[config.mk]
export PLATFORM = sky130hd
export DESIGN_NAME = force_ring_drain_ctrl
export DESIGN_NICKNAME = d
export VERILOG_FILES = /design/src/rtl/force_ring_drain_ctrl_pkg.sv /design/src/rtl/force_ring_drain_ctrl.sv
export SDC_FILE = /design/constraint.sdc
export NUM_CORES = 1
export LEC_CHECK = 0
export ABC_AREA = 0
export BUFFER_PORTS_ARGS = -buffer_cell sky130_fd_sc_hd__buf_4
export CAP_MARGIN = 25
export CORE_MARGIN = 2
export CORE_UTILIZATION = 51
export CTS_BUF_LIST = sky130_fd_sc_hd__clkbuf_8
export DETAILED_ROUTE_END_ITERATION = 8
export GPL_ROUTABILITY_DRIVEN = 0
export GPL_TIMING_DRIVEN = 1
export PLACE_DENSITY = 0.89
export SYNTH_ARGS = -nofsm -noshare
export SYNTH_HDL_FRONTEND = slang
export SYNTH_SLANG_ARGS = --single-unit
[constraint.sdc]
create_clock -name clk -period 2.5 [get_ports clk]
set_input_delay 0.5 -clock clk [delete_from_list [all_inputs] [get_ports clk]]
set_output_delay 0.5 -clock clk [all_outputs]
set_load 0.02 [all_outputs]
[src/rtl/force_ring_drain_ctrl_pkg.sv]
// force_ring_drain_ctrl_pkg: state encoding and phase timing constants for the force-ring drain controller
package force_ring_drain_ctrl_pkg;

    typedef enum logic [2:0] {IDLE, EVAL, DRAIN, QUIET, DONE, ERR} force_ring_ctrl_state_t;

    localparam int FORCE_RING_LATENCY  = 16;
    localparam int FORCE_PHASE_TIMEOUT = 65535;

    function automatic logic is_active(input force_ring_ctrl_state_t s);
        return s == EVAL || s == DRAIN || s == QUIET;
    endfunction

endpackage

[src/rtl/force_ring_drain_ctrl.sv]
// force_ring_drain_ctrl: sequences a force phase, waits for PE completion and a quiet ring, guards with a timeout
module force_ring_drain_ctrl
    import force_ring_drain_ctrl_pkg::*;
#(
    parameter int NUM_NODES      = 8,
    parameter int RING_LATENCY   = FORCE_RING_LATENCY,
    parameter int TIMEOUT_CYCLES = FORCE_PHASE_TIMEOUT,
    parameter int CNT_WIDTH      = 16
) (
    input  logic                 clk,
    input  logic                 rst,
    input  logic                 i_start,
    input  logic [NUM_NODES-1:0] i_pe_done,
    input  logic [NUM_NODES-1:0] i_buffer_empty,
    input  logic [NUM_NODES-1:0] i_ring_valid,
    input  logic [NUM_NODES-1:0] i_cache_wr_valid,
    output logic                 o_pe_enable,
    output logic                 o_ring_busy,
    output logic                 o_force_done,
    output logic                 o_timeout,
    output logic                 o_error,
    output logic [2:0]           o_state,
    output logic [CNT_WIDTH-1:0] o_cycle_count
);
    localparam int QW = $clog2(RING_LATENCY + 1);

    force_ring_ctrl_state_t state_q, state_d, norm_d;
    logic [NUM_NODES-1:0] done_mask_q, done_mask_d;
    logic [QW-1:0]        quiet_cnt_q, quiet_cnt_d;
    logic [CNT_WIDTH-1:0] cycle_cnt_q, cycle_cnt_d;
    logic                 timeout_q;
    logic                 quiet, active, start_ok, expired;

    assign quiet    = &i_buffer_empty & ~|i_ring_valid & ~|i_cache_wr_valid;
    assign active   = is_active(state_q);
    assign start_ok = i_start && (state_q == IDLE || state_q == ERR);
    assign expired  = active && cycle_cnt_q == CNT_WIDTH'(TIMEOUT_CYCLES - 1);

    // Next-state logic: the normal phase sequence, overridden by the timeout unless the phase completes
    always_comb begin
        norm_d      = state_q;
        done_mask_d = done_mask_q;
        quiet_cnt_d = quiet_cnt_q;
        case (state_q)
            IDLE, ERR: if (i_start) begin
                norm_d      = EVAL;
                done_mask_d = '0;
            end
            EVAL: begin
                done_mask_d = done_mask_q | i_pe_done;
                norm_d      = &done_mask_d ? DRAIN : EVAL;
            end
            DRAIN: if (quiet) begin
                norm_d      = QUIET;
                quiet_cnt_d = '0;
            end
            QUIET: if (!quiet) begin
                norm_d      = DRAIN;
                quiet_cnt_d = '0;
            end else if (quiet_cnt_q == QW'(RING_LATENCY - 1)) begin
                norm_d      = DONE;
            end else begin
                quiet_cnt_d = quiet_cnt_q + QW'(1);
            end
            default: norm_d = IDLE;
        endcase
        state_d     = (expired && norm_d != DONE) ? ERR : norm_d;
        cycle_cnt_d = start_ok ? '0 : active ? cycle_cnt_q + CNT_WIDTH'(1) : cycle_cnt_q;
    end

    // State and counter registers; the timeout flag marks only the first ERR cycle
    always_ff @(posedge clk) begin
        if (rst) begin
            state_q     <= IDLE;
            done_mask_q <= '0;
            quiet_cnt_q <= '0;
            cycle_cnt_q <= '0;
            timeout_q   <= 1'b0;
        end else begin
            state_q     <= state_d;
            done_mask_q <= done_mask_d;
            quiet_cnt_q <= quiet_cnt_d;
            cycle_cnt_q <= cycle_cnt_d;
            timeout_q   <= state_d == ERR && state_q != ERR;
        end
    end

    assign o_pe_enable   = state_q == EVAL;
    assign o_ring_busy   = active;
    assign o_force_done  = state_q == DONE;
    assign o_timeout     = timeout_q;
    assign o_error       = state_q == ERR;
    assign o_state       = state_q;
    assign o_cycle_count = cycle_cnt_q;

endmodule

Word level (Yosys, flattened, before mapping)
Index checks and enable logic that the tools add are counted.
- flip-flop bits (word level): 33
- bits of input ports: 35
- output and inout bits: 24
- logic and storage cells: 56
- add/sub/neg operators: 2
- equal/unequal tests: 13
- muxes and demuxes: 13
- bitwise operators: 3
- reduce and logical (&&, ||, !) cells: 20
- operators with widths (operator ; count):
    $add A16 B1 Y16 const B ; 1
    $eq A16 B16 Y1 const B ; 1
    $pmux W8 S2 ; 1
    $reduce_and A8 Y1 ; 2
    $reduce_or A8 Y1 ; 2
    $mux W3 ; 5
    $mux W5 ; 3
    $pmux W3 S4 ; 1
    $pmux W5 S2 ; 1
    $eq A3 B3 Y1 const B ; 3
    $ne A3 B3 Y1 const B ; 3
    $mux W8 ; 1
    $or A8 B8 Y8 ; 1
    $eq A3 B2 Y1 const B ; 2
    $add A5 B1 Y5 const B ; 1
    $eq A5 B4 Y1 const B ; 1
    $logic_and A1 B1 Y1 ; 4
    $ne A2 B2 Y1 const B ; 2
    $reduce_bool A2 Y1 ; 2
    $reduce_or A2 Y1 ; 2
    $eq A3 B1 Y1 const B ; 1
    $logic_not A3 Y1 ; 1
    $logic_or A1 B1 Y1 ; 3
    $reduce_and A3 Y1 ; 1
    4 further kinds ; 6

Depth between registers and ports, before layout
Gate-level depths: netlist of the first run.
- depth in word-level cells: 11
- mapped depth: 8
- gate-level depth less buffers: 8

Worst setup path after synthesis of the first run
OpenSTA, ideal clock, no wires.
- path type: input to register
- start: in i_ring_valid[5]
- end: reg quiet_cnt_q[2]
- library setup time: 0.103 ns
- arrival: 2.105 ns
- required time: 2.397 ns
- slack: 0.292 ns
- stages on the path: 5
- cells stage by stage: or4_4 nor4_4 and2_2 xor2_1 a2111oi_2
- longest elaborated chain between the ends: 6
- ends and longest elaborated chain (element ; RTL line ; RTL):
    start: declaration ; force_ring_drain_ctrl.sv:15 ; input logic [NUM_NODES-1:0] i_ring_valid,
    $reduce_or A8 Y1 (*) ; force_ring_drain_ctrl.sv:34 ; assign quiet = &i_buffer_empty & ~|i_ring_valid & ~|i_cache_wr_valid;
    $logic_not A1 Y1 (*) ; force_ring_drain_ctrl.sv:34 ;
    $and A1 B1 Y1 (*) (2 in series) ; force_ring_drain_ctrl.sv:34 ;
    $ne A3 B3 Y1 (no source line) (tied with other cells) ; n/a ;
    $reduce_and A3 Y1 (no source line) or $pmux W5 S2 (tied branches) ; n/a ;
    end signal: assignment ; force_ring_drain_ctrl.sv:82 ; quiet_cnt_q <= quiet_cnt_d;
    end: declaration ; force_ring_drain_ctrl.sv:29 ; logic [QW-1:0] quiet_cnt_q, quiet_cnt_d;
Every way passes the cells marked *; elsewhere a longest branch is shown, timed or not.
A chain may end at the register's enable or synchronous reset.

Final worst setup path of the first run
- start: reg quiet_cnt_q[0]
- end: reg quiet_cnt_q[3]
- longest elaborated chain between the ends: 4
- ends and longest elaborated chain (element ; RTL line ; RTL):
    $add A5 B1 Y5 ; force_ring_drain_ctrl.sv:63 ; quiet_cnt_d = quiet_cnt_q + QW'(1);
    $mux W5 ; force_ring_drain_ctrl.sv:60 ; end else if (quiet_cnt_q == QW'(RING_LATENCY - 1)) begin
    $mux W5 ; force_ring_drain_ctrl.sv:57 ; QUIET: if (!quiet) begin
    $pmux W5 S2 ; force_ring_drain_ctrl.sv:44 ; case (state_q)
Parallel ways exist; a longest one is shown, timed or not. The select of a mux whose other input is x is not followed.

==> impl_results.rst, run 1 <==
.. list-table::
   :header-rows: 1

   * - Metric
     - Value
   * - Layout cell share with drive strength beyond 1
     - 0.323
   * - Antenna fix cells
     - 0
   * - Vias
     - 1,629
   * - Top-area cell type share of the netlist area
     - 0.392
   * - Area of combinational cells with multiple inputs
     - 937 um^2
   * - DRT Wirelength
     - 3.92 mm
   * - Logic gate share of total power
     - 0.108
   * - VDD IR max
     - 471 uV
   * - Worst-Skew Late Latency
     - 0.29 ns
   * - Residual DRC count
     - 0
   * - Port Buffer Count
     - 58
   * - Total clock buffers created by CTS
     - 5
   * - RSZ-0062 raised after global routing
     - no
   * - Switching part of the total
     - 0.222
   * - Crit path cell chain
     - ha_1, and3_1, ha_1, nand2_1, nor3_1, a21oi_1, and3_1, a2111oi_2
   * - Maximum Capacitance Violations
     - 0
   * - Ratio of routed vias to standard cells
     - 5.47
   * - Area added between synthesis and finish
     - 34.4%
   * - Critical path depth in cells
     - 8
   * - Cell at the root of the clock tree
     - sky130_fd_sc_hd__clkbuf_8
   * - Total power after layout
     - 1.19 mW
   * - Seq pwr share
     - 0.459
   * - Required @ worst endpoint
     - 2.69 ns
   * - Number of nets with antenna violations after routing
     - 0
   * - Maximum clock skew at final layout
     - 0.00875 ns
   * - P_leak
     - 0.923 nW
   * - Max Freq
     - 457 MHz
   * - Setup crit end kind
     - flop
   * - Grt total ovfl
     - 0
   * - Die extent in x
     - 61.5 um
   * - Vertical die dimension
     - 61.5 um
   * - Mean cell area of the mapped netlist
     - 8.78 um^2
   * - Core box area
     - 0.00310 mm^2
   * - Clock period minus final worst setup slack
     - 2.19 ns
   * - Final worst path period share
     - 0.875
   * - Crit Reg-Reg Startpoint
     - quiet_cnt_q[0]$_SDFFE_PP0P_
   * - Cell count after synthesis
     - 192
   * - Pins Over Slew Limit
     - 0
   * - Critical register-to-register path endpoint
     - quiet_cnt_q[3]$_SDFFE_PP0P_
   * - Effective utilization at floorplan
     - 0.543
   * - Portion of the post-synthesis area used by sequential elements
     - 0.392
   * - Most area-consuming cells after synthesis
     - sky130_fd_sc_hd__dfxtp_1, sky130_fd_sc_hd__nor2_1, sky130_fd_sc_hd__xnor2_1
   * - Crit start category
     - flop
   * - Number of DRC markers after the initial detailed-route iteration
     - 61
   * - Synthesized netlist net count
     - 231
   * - Library cell with the largest summed area after synthesis
     - sky130_fd_sc_hd__dfxtp_1
   * - Initial antenna violation count
     - 0
   * - Highest cell delay on the worst timing path
     - 0.43 ns
   * - Cell with the largest stage delay on the worst path
     - sky130_fd_sc_hd__dfxtp_1
   * - Total of hold buffers inserted after clock tree synthesis
     - 0
   * - HPWL after detailed placement
     - 2.76 mm
   * - Clock sink count
     - 33
   * - Crit path DAT
     - 2.38 ns
   * - Filler cells
     - 261
   * - Count of final setup violators
     - 0
   * - Launch point of the worst path
     - quiet_cnt_q[0]$_SDFFE_PP0P_
   * - Number of global-route vias before repair
     - 1,346
   * - Final Hold Vio Count
     - 0
   * - Clock-pin slew on the worst setup and hold paths
     - 0.07 ns
   * - Final sum of negative setup slack
     - 0 ns
   * - Worst path buffer plus inverter count
     - 0
   * - FP Rows
     - 20
   * - Largest fanout of any net on the critical path
     - 5
   * - Footprint of the flip-flops and latches
     - 661 um^2
   * - Slew at the pin with the worst max-slew slack
     - 0.636 ns
   * - Primary FF master, synth
     - sky130_fd_sc_hd__dfxtp_1
   * - Number of synthesis warnings
     - 0
   * - Worst relative slew slack
     - 0.572
   * - Die ar.
     - 0.00378 mm^2
   * - Worst-case reg-to-reg path depth
     - 8
   * - Worst setup path endpoint
     - quiet_cnt_q[3]$_SDFFE_PP0P_
   * - Max Root-Sink Buffers
     - 2
   * - Proportion of register bits with asynchronous set or reset after synthesis
     - 0
   * - Slack of the worst reg-to-reg path
     - 0.31 ns
   * - Gr usage total
     - 0.223
   * - Post CTS Setup Buffer Count
     - 0
   * - P_int
     - 924 uW
   * - Number of enable flip-flop cells after synthesis
     - 0
   * - Clock tree from TritonCTS
     - done
   * - Critical path's top delay family
     - simple AND/OR/NAND/NOR gates
   * - Type of the most critical hold path
     - input port to flop
   * - Total power per unit cell area
     - 524 mW/mm^2
   * - Net total in the final layout
     - 292
   * - Net Sw Power
     - 263 uW
   * - Drt wl/cell
     - 13.2 um
   * - Maximum number of pins on one net before global-route repair
     - 21
   * - Clock power share
     - 0.433
   * - Post-synthesis register bit count
     - 33
   * - Run status
     - completed
   * - Yosys cell types
     - 45
   * - Htree depth
     - 2
   * - Worst Path Class, Setup
     - flop to flop
   * - Initial DRT Pass Iterations
     - 4
   * - # resized after CTS
     - 0
   * - Synth Cell Area
     - 0.00169 mm^2
   * - Global-route wire length before repair
     - 6.10 mm
   * - Number of ports placed on the die boundary
     - 59
-- synthesized netlist by cell type, types with 2 or more instances --
library cell and count:
sky130_fd_sc_hd__a32oi_1 2, sky130_fd_sc_hd__nand2_1 9, sky130_fd_sc_hd__nor3_1 7, sky130_fd_sc_hd__o22ai_1 4, sky130_fd_sc_hd__xor2_1 6, sky130_fd_sc_hd__nand3_1 6, sky130_fd_sc_hd__or3_1 4, sky130_fd_sc_hd__nor4_1 4
sky130_fd_sc_hd__clkbuf_8 2, sky130_fd_sc_hd__and2_2 3, sky130_fd_sc_hd__o21ai_0 4, sky130_fd_sc_hd__inv_1 10, sky130_fd_sc_hd__dfxtp_1 33, sky130_fd_sc_hd__clkbuf_1 4, sky130_fd_sc_hd__a22oi_1 8, sky130_fd_sc_hd__ha_1 4
sky130_fd_sc_hd__or4_1 3, sky130_fd_sc_hd__nand2b_1 3, sky130_fd_sc_hd__xnor2_1 8, sky130_fd_sc_hd__a21oi_1 7, sky130_fd_sc_hd__or4_4 2, sky130_fd_sc_hd__o32ai_1 2, sky130_fd_sc_hd__and3_1 2, sky130_fd_sc_hd__nand4_1 7
sky130_fd_sc_hd__a2111oi_2 2, sky130_fd_sc_hd__nor2_1 27
-- layout make-up --
cell class | count | share of cell area
Multi-Input combinational cell | 142 | 0.414
Sequential cell | 33 | 0.292
Timing Repair Buffer | 61 | 0.202
Clock buffer | 6 | 0.0365
Tap cell | 44 | 0.0243
Inverter | 10 | 0.0166
Clock inverter | 2 | 0.0149
-- state kept, by name (all words and copies together), names as in the netlist --
name / cells
o_state: 3
done_mask_q: 8
o_cycle_count: 16
quiet_cnt_q: 5
o_timeout: 1
-- cells in the final DEF (no fill, tap or decap), types with 4 or more instances in the layout --
cell,instances
sky130_fd_sc_hd__inv_1,11
sky130_fd_sc_hd__nor4_1,4
sky130_fd_sc_hd__nor3_1,7
sky130_fd_sc_hd__dfxtp_1,33
sky130_fd_sc_hd__a21oi_1,7
sky130_fd_sc_hd__o22ai_1,4
sky130_fd_sc_hd__a22oi_1,8
sky130_fd_sc_hd__nand3_1,6
sky130_fd_sc_hd__xnor2_1,8
sky130_fd_sc_hd__nor2_1,27
sky130_fd_sc_hd__clkbuf_8,6
sky130_fd_sc_hd__o21ai_0,4
sky130_fd_sc_hd__xor2_1,6
sky130_fd_sc_hd__or3_1,4
sky130_fd_sc_hd__nand2_1,9
sky130_fd_sc_hd__nand4_1,7
sky130_fd_sc_hd__ha_1,4
sky130_fd_sc_hd__buf_4,61
-- per-layer routing --
metal  GRT usage  wire (um)  vias to the layer above
li1            -          -                      827
met1       0.269       1670                      729
met2       0.362       1880                       64
met3      0.0840        311                        9
met4      0.0851         63                        0
met5           0          0                        -
-- power groups by stage --
stage | clock (mW) | combinational, mW | sequential [mW]
6_report | 0.514 | 0.128 | 0.545
5_1_grt | 0.547 | 0.140 | 0.546
4_1_cts | 0.520 | 0.129 | 0.545
3_5_place_dp | 0 | 0.127 | 0.556
3_3_place_gp | 0 | 0.124 | 0.556
2_1_floorplan | 0 | 0.0610 | 0.560
-- how the worst min path moves through the flow --
stage	start	end	depth (start not counted)
2_1_floorplan	quiet_cnt_q[4]$_SDFFE_PP0P_	quiet_cnt_q[4]$_SDFFE_PP0P_	2
3_3_place_gp	quiet_cnt_q[4]$_SDFFE_PP0P_	quiet_cnt_q[4]$_SDFFE_PP0P_	2
3_5_place_dp	quiet_cnt_q[4]$_SDFFE_PP0P_	quiet_cnt_q[4]$_SDFFE_PP0P_	2
4_1_cts	i_pe_done[1]	done_mask_q[1]$_SDFFE_PP0P_	3
5_1_grt	i_pe_done[0]	done_mask_q[0]$_SDFFE_PP0P_	3
6_report	i_pe_done[1]	done_mask_q[1]$_SDFFE_PP0P_	3
-- cell families (layout without fill, tap and decap cells) --
group                    Yosys count  in the layout  synth area share
AND/OR/NAND/NOR                   87             87             0.291
AO/OA/AOI/OAI                     37             37             0.163
flip-flops                        33             33             0.392
buffers and inverters             17             79            0.0520
XOR/XNOR                          14             14            0.0728
adder cells (fa/ha/maj)            4              4            0.0297
-- per-stage QoR --
stage / area, um^2 / hold WS, ns / utilization / std cells / setup WS (ns)
after floorplan: 1690 / 0.462 / - / 192 / 0.292
after global placement: 2150 / 0.478 / 0.692 / 290 / 0.226
after detailed placement: 2150 / 0.483 / 0.692 / 290 / 0.210
after CTS: 2260 / 0.475 / 0.730 / 298 / 0.340
after global routing: 2260 / 0.488 / 0.730 / 298 / 0.147
final: 2260 / 0.470 / 0.730 / 298 / 0.313
-- worst reg2reg max path, stage by stage, from the launching register on --
cell and delay (ns):
sky130_fd_sc_hd__dfxtp_1 0.43, sky130_fd_sc_hd__ha_1 0.23, sky130_fd_sc_hd__and3_1 0.17, sky130_fd_sc_hd__ha_1 0.21, sky130_fd_sc_hd__nand2_1 0.07, sky130_fd_sc_hd__nor3_1 0.35, sky130_fd_sc_hd__a21oi_1 0.17, sky130_fd_sc_hd__and3_1 0.22
sky130_fd_sc_hd__a2111oi_2 0.26
No activity file was read; power rests on OpenSTA's default activity.
==> run 2, diff against run 1 <==
- clock period: 2.5 -> 2.4 ns (I/O delays scaled with it)
==> impl_results.rst, run 2 (same netlist as run 1, synthesis figures left out) <==
.. list-table::
   :header-rows: 1

   * - Metric
     - Value
   * - HPWL after detailed placement
     - 3.02 mm (+9.2%)
   * - Largest fanout of any net on the critical path
     - 5 (unchanged)
   * - Grt total ovfl
     - 0 (unchanged)
   * - Type of the most critical hold path
     - input port to flop
   * - Total of hold buffers inserted after clock tree synthesis
     - 0 (unchanged)
   * - Core box area
     - 0.00310 mm^2 (unchanged)
   * - Crit path DAT
     - 2.30 ns (-0.08 ns)
   * - Number of global-route vias before repair
     - 1,515 (+13%)
   * - Worst Path Class, Setup
     - flop to flop
   * - Clock tree from TritonCTS
     - done
   * - Die ar.
     - 0.00378 mm^2 (unchanged)
   * - Required @ worst endpoint
     - 2.58 ns (-0.11 ns)
   * - Effective utilization at floorplan
     - 0.543 (unchanged)
   * - Pins Over Slew Limit
     - 0 (unchanged)
   * - Final worst path period share
     - 0.881 (+0.00577)
   * - Residual DRC count
     - 0 (unchanged)
   * - # resized after CTS
     - 0 (unchanged)
   * - Clock-pin slew on the worst setup and hold paths
     - 0.07 ns (about the same)
   * - Global-route wire length before repair
     - 6.32 mm (+3.6%)
   * - Final sum of negative setup slack
     - 0 ns (unchanged)
   * - Vertical die dimension
     - 61.5 um (unchanged)
   * - Clock sink count
     - 33 (unchanged)
   * - P_leak
     - 0.939 nW (+1.6%)
   * - Drt wl/cell
     - 13.2 um (+0.62%)
   * - Initial antenna violation count
     - 0 (unchanged)
   * - Area added between synthesis and finish
     - 35.7%
   * - Net total in the final layout
     - 295 (+1.0%)
   * - Maximum clock skew at final layout
     - 0.00581 ns (-0.00294 ns)
   * - Initial DRT Pass Iterations
     - 4 (unchanged)
   * - Commonest non-fill, non-tap cell in the layout
     - sky130_fd_sc_hd__buf_4
   * - Commonest cells after routing, fill and taps aside
     - sky130_fd_sc_hd__buf_4, sky130_fd_sc_hd__dfxtp_1, sky130_fd_sc_hd__nor2_1
   * - Post CTS Setup Buffer Count
     - 0 (unchanged)
   * - Die extent in x
     - 61.5 um (unchanged)
   * - Post-Place Cells
     - 293 (+1.0%)
   * - Total power after layout
     - 1.24 mW (+4.2%)
   * - Ratio of routed vias to standard cells
     - 5.47 (about the same)
   * - Antenna fix cells
     - 0 (unchanged)
   * - Max Root-Sink Buffers
     - 2 (unchanged)
   * - Run status
     - completed
   * - FP Rows
     - 20 (unchanged)
   * - Number of ports placed on the die boundary
     - 59 (unchanged)
   * - Number of flip-flops in the largest register
     - 16 (unchanged)
   * - Worst relative slew slack
     - 0.602 (+0.0298)
   * - Cell at the root of the clock tree
     - sky130_fd_sc_hd__clkbuf_8
   * - Crit start category
     - flop
   * - Port Buffer Count
     - 58 (unchanged)
   * - Htree depth
     - 2 (unchanged)
   * - Vias
     - 1,645 (+0.98%)
   * - Maximum number of pins on one net before global-route repair
     - 21 (unchanged)
   * - Gr usage total
     - 0.223 (-0.000289)
   * - Count of final setup violators
     - 0 (unchanged)
   * - VDD IR max
     - 470 uV (-0.28%)
   * - Final Hold Vio Count
     - 0 (unchanged)
   * - DRT Wirelength
     - 3.98 mm (+1.6%)
   * - Number of DRC markers after the initial detailed-route iteration
     - 112 (+84%)
   * - Total clock buffers created by CTS
     - 5 (unchanged)
   * - Total power per unit cell area
     - 541 mW/mm^2 (+3.2%)
   * - RSZ-0062 raised after global routing
     - no
   * - Slew at the pin with the worst max-slew slack
     - 0.597 ns (-0.0388 ns)
   * - Number of nets with antenna violations after routing
     - 0 (unchanged)
   * - Post-layout instance count excluding filler cells
     - 301 (+1.0%)
   * - Maximum Capacitance Violations
     - 0 (unchanged)
   * - Clock period minus final worst setup slack
     - 2.11 ns (-0.0736 ns)
   * - Max Freq
     - 473 MHz (+3.5%)
   * - Filler cells
     - 270 (+3.4%)
   * - Layout cell share with drive strength beyond 1
     - 0.331 (+0.00790)
   * - Setup crit end kind
     - flop
   * - Worst-Skew Late Latency
     - 0.29 ns (about the same)
## run 2: worst paths after layout
path / start / end / slack [ns] / cells after the start
setup reg to reg: quiet_cnt_q[0]$_SDFFE_PP0P_ / quiet_cnt_q[2]$_SDFFE_PP0P_ / 0.29 / 8
hold reg to reg: quiet_cnt_q[4]$_SDFFE_PP0P_ / quiet_cnt_q[4]$_SDFFE_PP0P_ / 0.50 / 2
hold / removal: i_pe_done[5] / done_mask_q[5]$_SDFFE_PP0P_ / 0.46 / 3
setup / recovery: quiet_cnt_q[0]$_SDFFE_PP0P_ / quiet_cnt_q[2]$_SDFFE_PP0P_ / 0.29 / 8
## run 2: report_power, final
| group | total [mW] | switching (mW) | internal, mW | leakage [nW] |
|---|---|---|---|---|
| sequential | 0.568 | 0.00911 | 0.559 | 0.267 |
| combinational | 0.138 | 0.0649 | 0.0727 | 0.609 |
| clock | 0.532 | 0.198 | 0.334 | 0.0626 |
## run 2: stage by stage
step	hold WS [ns]	area, um^2	setup WS (ns)	utilization
finish	0.457	2290	0.286	0.737
global route	0.464	2290	0.0754	0.737
CTS	0.456	2290	0.292	0.737
detailed placement	0.491	2170	0.0987	0.700
global placement	0.477	2170	0.151	0.700
floorplan	0.462	1690	0.212	-
## run 2: worst max-delay path, stage by stage, from the launching register on
cell                        delay, ns
sky130_fd_sc_hd__dfxtp_1         0.40
sky130_fd_sc_hd__ha_1            0.22
sky130_fd_sc_hd__and3_1          0.18
sky130_fd_sc_hd__ha_1            0.20
sky130_fd_sc_hd__nand2_1         0.07
sky130_fd_sc_hd__nor3_1          0.30
sky130_fd_sc_hd__nand2_2         0.15
sky130_fd_sc_hd__and4_4          0.21
sky130_fd_sc_hd__a2111oi_2       0.28
## run 2: routing by layer
layer / track usage / up-vias / share of wire
li1: - / 825 / -
met1: 0.252 / 757 / 0.43
met2: 0.398 / 58 / 0.49
met3: 0.0651 / 5 / 0.071
met4: 0.0760 / 0 / 0.0090
met5: 0 / - / 0
## run 2: layout make-up
type	count	area (um^2)	share of cell area
Timing Repair Buffer	64	480	0.210
Clock inverter	2	33.8	0.0148
Sequential cell	33	661	0.289
Tap cell	44	55.1	0.0241
Clock buffer	6	82.6	0.0361
Inverter	10	37.5	0.0164
Multi-Input combinational cell	142	937	0.410
